**src/rtl/ysyx_22041071_hazard_unit.sv**
```systemverilog
// ID-stage hazard controller: shadow EX/MEM/WB scoreboard, forwarding selects, load-use and mul/div holds.
// Optional perf counters (perf_lu_cnt, perf_md_cnt) are built when YSYX_22041071_HAZARD_PERF_EN is defined.
module ysyx_22041071_hazard_unit #(
    parameter int MULDIV_LAT = 8,
    parameter int CNT_W      = 4
) (
    input  logic       clk,
    input  logic       reset,
    input  logic       id_valid,
    input  logic [4:0] id_rs,
    input  logic [4:0] id_rt,
    input  logic       id_use_rs,
    input  logic       id_use_rt,
    input  logic [4:0] id_rd,
    input  logic       id_reg_w_en,
    input  logic       id_is_load,
    input  logic       id_is_muldiv,
    input  logic       ex_ready,
    input  logic       flush,
    output logic       id_ready,
    output logic       id_fire,
    output logic [1:0] fwd_rs_sel,
    output logic [1:0] fwd_rt_sel,
    output logic       load_use_stall,
    output logic       muldiv_busy,
    output logic       ex_bubble
`ifdef YSYX_22041071_HAZARD_PERF_EN
    ,
    output logic [31:0] perf_lu_cnt,
    output logic [31:0] perf_md_cnt
`endif
);

    localparam logic [CNT_W-1:0] LAT_M1 = CNT_W'(MULDIV_LAT - 1);

    logic             ex_v_q,   ex_v_d,   mem_v_q,   mem_v_d,   wb_v_q,   wb_v_d;
    logic [4:0]       ex_rd_q,  ex_rd_d,  mem_rd_q,  mem_rd_d,  wb_rd_q,  wb_rd_d;
    logic             ex_wen_q, ex_wen_d, mem_wen_q, mem_wen_d, wb_wen_q, wb_wen_d;
    logic             ex_ld_q,  ex_ld_d,  mem_ld_q,  mem_ld_d,  wb_ld_q,  wb_ld_d;
    logic [CNT_W-1:0] cnt_q, cnt_d;
    logic             ex_wr, mem_wr, wb_wr, busy;

    function automatic logic [1:0] fwd_sel(
        input logic       use_src,
        input logic [4:0] src,
        input logic       ex_hit_ok,
        input logic [4:0] ex_rd,
        input logic       mem_w,
        input logic [4:0] mem_rd,
        input logic       wb_w,
        input logic [4:0] wb_rd
    );
        logic [1:0] sel;
        sel = 2'd0;
        if (use_src && (src != 5'd0)) begin
            if (ex_hit_ok && (ex_rd == src))        sel = 2'd1;
            else if (mem_w && (mem_rd == src))      sel = 2'd2;
            else if (wb_w && (wb_rd == src))        sel = 2'd3;
        end
        return sel;
    endfunction

    assign ex_wr  = ex_v_q  & ex_wen_q  & (ex_rd_q  != 5'd0);
    assign mem_wr = mem_v_q & mem_wen_q & (mem_rd_q != 5'd0);
    assign wb_wr  = wb_v_q  & wb_wen_q  & (wb_rd_q  != 5'd0);
    assign busy   = (cnt_q != '0);

    assign load_use_stall = id_valid & ex_wr & ex_ld_q &
                            ((id_use_rs & (id_rs == ex_rd_q)) | (id_use_rt & (id_rt == ex_rd_q)));
    assign id_ready    = ex_ready & ~load_use_stall & ~busy;
    assign id_fire     = id_valid & id_ready;
    assign muldiv_busy = busy;
    assign ex_bubble   = ~ex_v_q;

    // A load in EX has no data yet, so it is never an EX forwarding source.
    assign fwd_rs_sel = fwd_sel(id_use_rs, id_rs, ex_wr & ~ex_ld_q, ex_rd_q,
                                mem_wr, mem_rd_q, wb_wr, wb_rd_q);
    assign fwd_rt_sel = fwd_sel(id_use_rt, id_rt, ex_wr & ~ex_ld_q, ex_rd_q,
                                mem_wr, mem_rd_q, wb_wr, wb_rd_q);

    always_comb begin
        ex_v_d    = ex_v_q;
        ex_rd_d   = ex_rd_q;
        ex_wen_d  = ex_wen_q;
        ex_ld_d   = ex_ld_q;
        mem_v_d   = ex_v_q;
        mem_rd_d  = ex_rd_q;
        mem_wen_d = ex_wen_q;
        mem_ld_d  = ex_ld_q;
        wb_v_d    = mem_v_q;
        wb_rd_d   = mem_rd_q;
        wb_wen_d  = mem_wen_q;
        wb_ld_d   = mem_ld_q;
        cnt_d     = cnt_q;
        if (busy) begin
            // EX is occupied by the mul/div; a bubble drops into MEM behind it.
            mem_v_d = 1'b0;
            cnt_d   = cnt_q - 1'b1;
        end else begin
            ex_v_d   = id_fire & ~flush;
            ex_rd_d  = id_rd;
            ex_wen_d = id_reg_w_en;
            ex_ld_d  = id_is_load;
            if (id_fire && id_is_muldiv && !flush) cnt_d = LAT_M1;
        end
    end

    always_ff @(posedge clk) begin
        if (reset) begin
            ex_v_q  <= 1'b0;
            mem_v_q <= 1'b0;
            wb_v_q  <= 1'b0;
            cnt_q   <= '0;
        end else begin
            ex_v_q  <= ex_v_d;
            mem_v_q <= mem_v_d;
            wb_v_q  <= wb_v_d;
            cnt_q   <= cnt_d;
        end
    end

    // Slot payloads are qualified by the valid bits, so they need no reset.
    always_ff @(posedge clk) begin
        ex_rd_q   <= ex_rd_d;
        ex_wen_q  <= ex_wen_d;
        ex_ld_q   <= ex_ld_d;
        mem_rd_q  <= mem_rd_d;
        mem_wen_q <= mem_wen_d;
        mem_ld_q  <= mem_ld_d;
        wb_rd_q   <= wb_rd_d;
        wb_wen_q  <= wb_wen_d;
        wb_ld_q   <= wb_ld_d;
    end

`ifdef YSYX_22041071_HAZARD_PERF_EN
    logic [31:0] perf_lu_q, perf_md_q;

    always_ff @(posedge clk) begin
        if (reset) begin
            perf_lu_q <= '0;
            perf_md_q <= '0;
        end else begin
            if (id_valid && load_use_stall) perf_lu_q <= perf_lu_q + 32'd1;
            if (busy)                       perf_md_q <= perf_md_q + 32'd1;
        end
    end

    assign perf_lu_cnt = perf_lu_q;
    assign perf_md_cnt = perf_md_q;
`endif

endmodule

```
**config.mk**
```make
export PLATFORM = sky130hd
export DESIGN_NAME = ysyx_22041071_hazard_unit
export DESIGN_NICKNAME = d
export VERILOG_FILES = /design/src/rtl/ysyx_22041071_hazard_unit.sv
export SDC_FILE = /design/constraint.sdc
export NUM_CORES = 1
export LEC_CHECK = 0
export BUFFER_PORTS_ARGS = -buffer_cell sky130_fd_sc_hd__buf_2
export CAP_MARGIN = 0
export CORE_MARGIN = 5
export CORE_UTILIZATION = 52
export DETAILED_ROUTE_END_ITERATION = 16
export GPL_ROUTABILITY_DRIVEN = 0
export PLACE_DENSITY = 0.78
export SLEW_MARGIN = 5
export SYNTH_ARGS = -nofsm -noshare
export SYNTH_HDL_FRONTEND = slang
export SYNTH_SLANG_ARGS = --single-unit
```
**constraint.sdc**
```tcl
create_clock -name clk -period 2.15 [get_ports clk]
set_clock_uncertainty 0.15 [all_clocks]
set_input_delay 0.1075 -clock clk [delete_from_list [all_inputs] [get_ports clk]]
set_output_delay 0.1075 -clock clk [all_outputs]
set_load 0.02 [all_outputs]
```
Word level (Yosys, flattened, before mapping) --
Cells that the tools add are included.
Word-level totals: flip-flop bits (word level) 26, logic and storage cells 71, input bits 25, output and inout port bits 9
Operators by class: equality and inequality tests 8, reductions and logical operators 19, bitwise logic cells 22, add/sub/neg operators 1, multiplexer cells 10
Operators with widths (number):
- 5-bit == test | 8
- 5-bit nonzero test | 5
- 1-bit bitwise AND | 16
- 2-bit two-way mux | 8
- 1-bit logical AND | 10
- 4-bit two-way mux | 2
- 1-bit inverter | 5
- 4-bit nonzero test | 1
- 4-bit by 1-bit subtractor with 4-bit output (second input constant) | 1
- 2-bit nonzero test | 1
- 2-bit OR reduction | 1
- 1-bit zero test | 1
- 1-bit bitwise OR | 1

Depth between registers and ports, before layout --
depth in word-level cells 13, gate-level depth with buffers 7, depth with buffers taken out 7

Least setup slack after synthesis --
No wires, ideal clock.
path kind reg-to-output, start point register ex_rd_q[1], end point output id_fire, stages on the path, launching flop included 5, buffers on the path 0, required time 1893 ps, path slack 46 ps, arrival time 1846 ps, cells stage by stage edfxtp_1 > or4_4 > o211ai_4 > a211oi_4 > nor3_1
Between the ends: longest elaborated chain between the ends 9, elaborated cells between the ends (all ways) 14, classes of those cells eq/ne (2); bitwise (11); reduce/logical (1)
Ends and longest elaborated chain:
- from (decl) | RTL line 37 | logic [4:0] ex_rd_q, ex_rd_d, mem_rd_q, mem_rd_d, wb_rd_q, wb_rd_d;
- from (signal assigned) | RTL line 124 | ex_rd_q <= ex_rd_d;
- 5-bit nonzero test | RTL line 63 | assign ex_wr = ex_v_q & ex_wen_q & (ex_rd_q != 5'd0);
- 1-bit bitwise AND | RTL line 63
- 1-bit bitwise AND (2 in a row) | RTL line 68 | assign load_use_stall = id_valid & ex_wr & ex_ld_q &
- 1-bit bitwise AND (*) | RTL line 68
- net load_use_stall | RTL line 24 | output logic load_use_stall,
- 1-bit inverter (*) | RTL line 70 | assign id_ready = ex_ready & ~load_use_stall & ~busy;
- 1-bit bitwise AND (*) (2 in a row) | RTL line 70
- 1-bit bitwise AND (*) | RTL line 71 | assign id_fire = id_valid & id_ready;
- to (decl) | RTL line 21 | output logic id_fire,
The timed path passes the listed nets; every way through them passes the cells marked *.

Worst setup path after layout --
start point register ex_rd_q[4], end point output load_use_stall
Between the ends: longest elaborated chain between the ends 5, elaborated cells between the ends (all ways) 10, classes of those cells eq/ne (2); bitwise (7); reduce/logical (1)
Ends and longest elaborated chain (RTL line):
- 5-bit nonzero test | 63
- 1-bit bitwise AND | 63
- 1-bit bitwise AND (2 in a row) | 68
- 1-bit bitwise AND (*) | 68
- to (decl) | 24
Mark *: on every way between the ends. The rest lies on a longest branch, timed or not.

==> metrics <==
Critical Path Source=ex_rd_q[4]$_DFFE_PP_; failing checks=negative setup slack; Post-synth top flop=dfxtp_1; Syn Area/Cell=roughly 11 um2; clock tree buffer depth=2; required time worst endpoint=1890 ps; count of final max-slew check failures=0; Yosys warnings=0; # nets final=214; Reg2Reg Depth=8; IO Port Bufs=33; First DRT Iteration DRCs=44; Worst-Skew Late Latency=320 ps; die area=about 3700 um2; status=finished, violations left; RR Endpoint=cnt_q[2]$_SDFFE_PP0P_; Die W=slightly above 60 um; Hold WS=34.6 ps; Worst Path Class, Setup=register to primary output; worst-margin pin slew=455 ps; top cell family by delay on the critical path=simple AND/OR/NAND/NOR gates; Synth Area in XOR/XNOR=20.7%; max frequency=around 0.42 GHz; PnR worst setup slack=-211 ps; initial antenna violation count=0; Critical Path Most Common Cell=buf_6; largest net degree at the start of global routing=15; top-count cell post-synth=dfxtp_1; Max H-tree Level=1; DP HPWL=2360 um; Root Buffer=clkbuf_4; share of cells above drive strength 1=36.9%; largest vdd supply drop=892 uV; top cells by area, synth=dfxtp_1 28%, edfxtp_1 16%, xnor2_1 12%; FF+latch count, synth=26; Reg2Reg Setup Slack=-20 ps; LEAKAGE=0.736 nW; crit-path cells=buf_6, xor2_1, nor3_2, nand4_2, a211oi_4, buf_4, buf_6; post-synthesis compound-gate area fraction=approximately an eighth; Worst R2R Start=ex_rd_q[4]$_DFFE_PP_; Fin. Hold Viols=0; PwrDens=1100 nW/um2; number of global-route vias before repair=1148; vias=1187; Total Routed Length=3440 um; critical path arrival=between 2000 and 2500 ps; crit-path max FO=4; period utilization=110%; global-route usage over all layers=19.7%; pre-CTS WS=around 130 ps; synthesized instance count=125; post-route ant nets=0; post-synthesis sequential area ratio=43.6%; Antenna diodes=0; Post-Synth Simple-Gate Area=about a fifth; RSZ-0062 raised after global routing=true; vias per cell=roughly 5.5; Setup crit end=load_use_stall; wire per inst=15.9 um; worst min-delay path category=primary input to register; clk sink count=26; core box area=between 2000 and 2500 um2; endpoints failing setup=8; Slew headroom=69.4%; Synth area leader=dfxtp_1; fin crit period=2360 ps; count of different cell masters after synthesis=35; TritonCTS clock tree=built; fraction of synthesized area in multiplexers=0%; Syn Nets=151; top-area cell type share of the netlist area=28.1%; Overflow after GRT=0; crit end category=primary output; adder-cell share of the synthesized area=0.924%; Initial DRT Pass Iterations=4; Die Y=61.0 um; Post-synth EDFFs=7; Worst path slowest cell=edfxtp_1; Max stage delay on crit path=roughly 420 ps; Clock Pin Slew Worst Setup and Hold Paths=130 ps; Max-Cap Viols=0; Initial Util=54.6%; first-pass GRT wire length=between 5000 and 6000 um; WP buf/inv=3; I/O pin cnt=34; largest family of logic cells by synthesized area=XOR/XNOR gates; DRC errors left=0; FP Rows=18; post-layout util=roughly three quarters; Worst path depth=7; Async SR Flop Fraction=0%; total CTS buffers=3; synth-to-layout area growth=37.0%; startpoint types=register; Synth top cells by count=19 x dfxtp_1, 18 x xnor2_1, 14 x xor2_1; Post-Syn Area=roughly 1400 um2
per-stage QoR:
step | cells | setup TNS (ps) | total power [mW] | area [um2]
3_5_place_dp | 187 | 0 | 1.67 | 1550
2_1_floorplan | 125 | 0 | 1.46 | 1350
5_1_grt | 217 | -2170 | 2.19 | 1850
3_3_place_gp | 187 | 0 | 1.62 | 1550
4_1_cts | 207 | -916 | 1.92 | 1750
6_report | 217 | -1180 | 2.05 | 1850
power breakdown:
group | internal [mW] | total (mW) | switching [mW] | leakage (nW)
registers | 0.740 | 0.937 | 0.197 | 0.227
logic | 0.427 | 0.905 | 0.478 | 0.494
clock network | 0.0681 | 0.203 | 0.135 | 0.0154
how the worst min path moves through the flow:
| stage | startpoint | to | cells past startpoint |
|---|---|---|---|
| after CTS | id_valid | ex_v_q$_SDFFE_PP0P_ | 4 |
| after floorplan | id_is_load | ex_ld_q$_DFFE_PP_ | 0 |
| after detailed placement | id_reg_w_en | ex_wen_q$_DFFE_PP_ | 1 |
| after global routing | id_valid | ex_v_q$_SDFFE_PP0P_ | 4 |
| final | id_valid | ex_v_q$_SDFFE_PP0P_ | 4 |
| after global placement | id_is_load | ex_ld_q$_DFFE_PP_ | 1 |
flip-flops by register name (all words and copies together), names as in the netlist, 4 cells and up:
register and count:
ex_rd_q 5, cnt_q 4, mem_rd_q 5, wb_rd_q 5
placed cells by master, fill, tap and decap left out, drive strengths merged, types with 3 or more instances in the layout:
cell type / Yosys / routed
o211ai: 3 / 3
nand3: 5 / 5
nor3: 4 / 4
nand2: 4 / 4
dfxtp: 19 / 19
or3: 4 / 4
inv: 4 / 4
xnor2: 18 / 18
buf: 0 / 50
clkbuf: 1 / 3
dlygate4sd3: 0 / 9
nand4: 4 / 4
nand2b: 3 / 3
or4: 6 / 6
xor2: 14 / 14
nor2: 6 / 6
nor4: 5 / 5
edfxtp: 7 / 7
worst reg2reg max path, stage by stage, from the launching register on:
cell and delay (ps):
edfxtp_1 420, buf_6 140, xor2_1 170, nor3_2 230, nand4_2 180, buf_4 180, buf_4 130, a2111oi_2 390
nor4_2 80
timing repair:
action                                  4_1_cts  5_1_grt
resized for setup                            10        8
cloned                                        0        0
endpoints found under the hold margin        13        0
endpoints found under the setup margin        7        9
hold buffers                                  9        0
pin swaps                                     8       16
buffers inserted                              7       10
area by class of cell:
cell class | instances | area, um2
clock buffer | 3 | 22.5
clock inverter | 1 | 3.75
fill | 173 | 623
inverter | 4 | 15.0
multi-input combinational | 94 | 763
sequential | 26 | 599
tap | 30 | 37.5
timing repair buffer | 59 | 413
metal layers:
metal | GRT usage [%] | share of wire [%] | vias to the layer above
met2 | 34.9 | 52 | 39
met3 | 4.19 | 4.5 | 5
met1 | 24.3 | 42 | 553
li1 | - | - | 590
met5 | 0 | 0 | -
met4 | 4.64 | 1.0 | 0
cells by family after synthesis:
family | count (synthesis)
compound gates | 18
xor+xnor | 32
fa+ha+maj | 1
buf+inv | 5
flops | 26
simple gates | 43
Power figures use the tool's default switching activity.
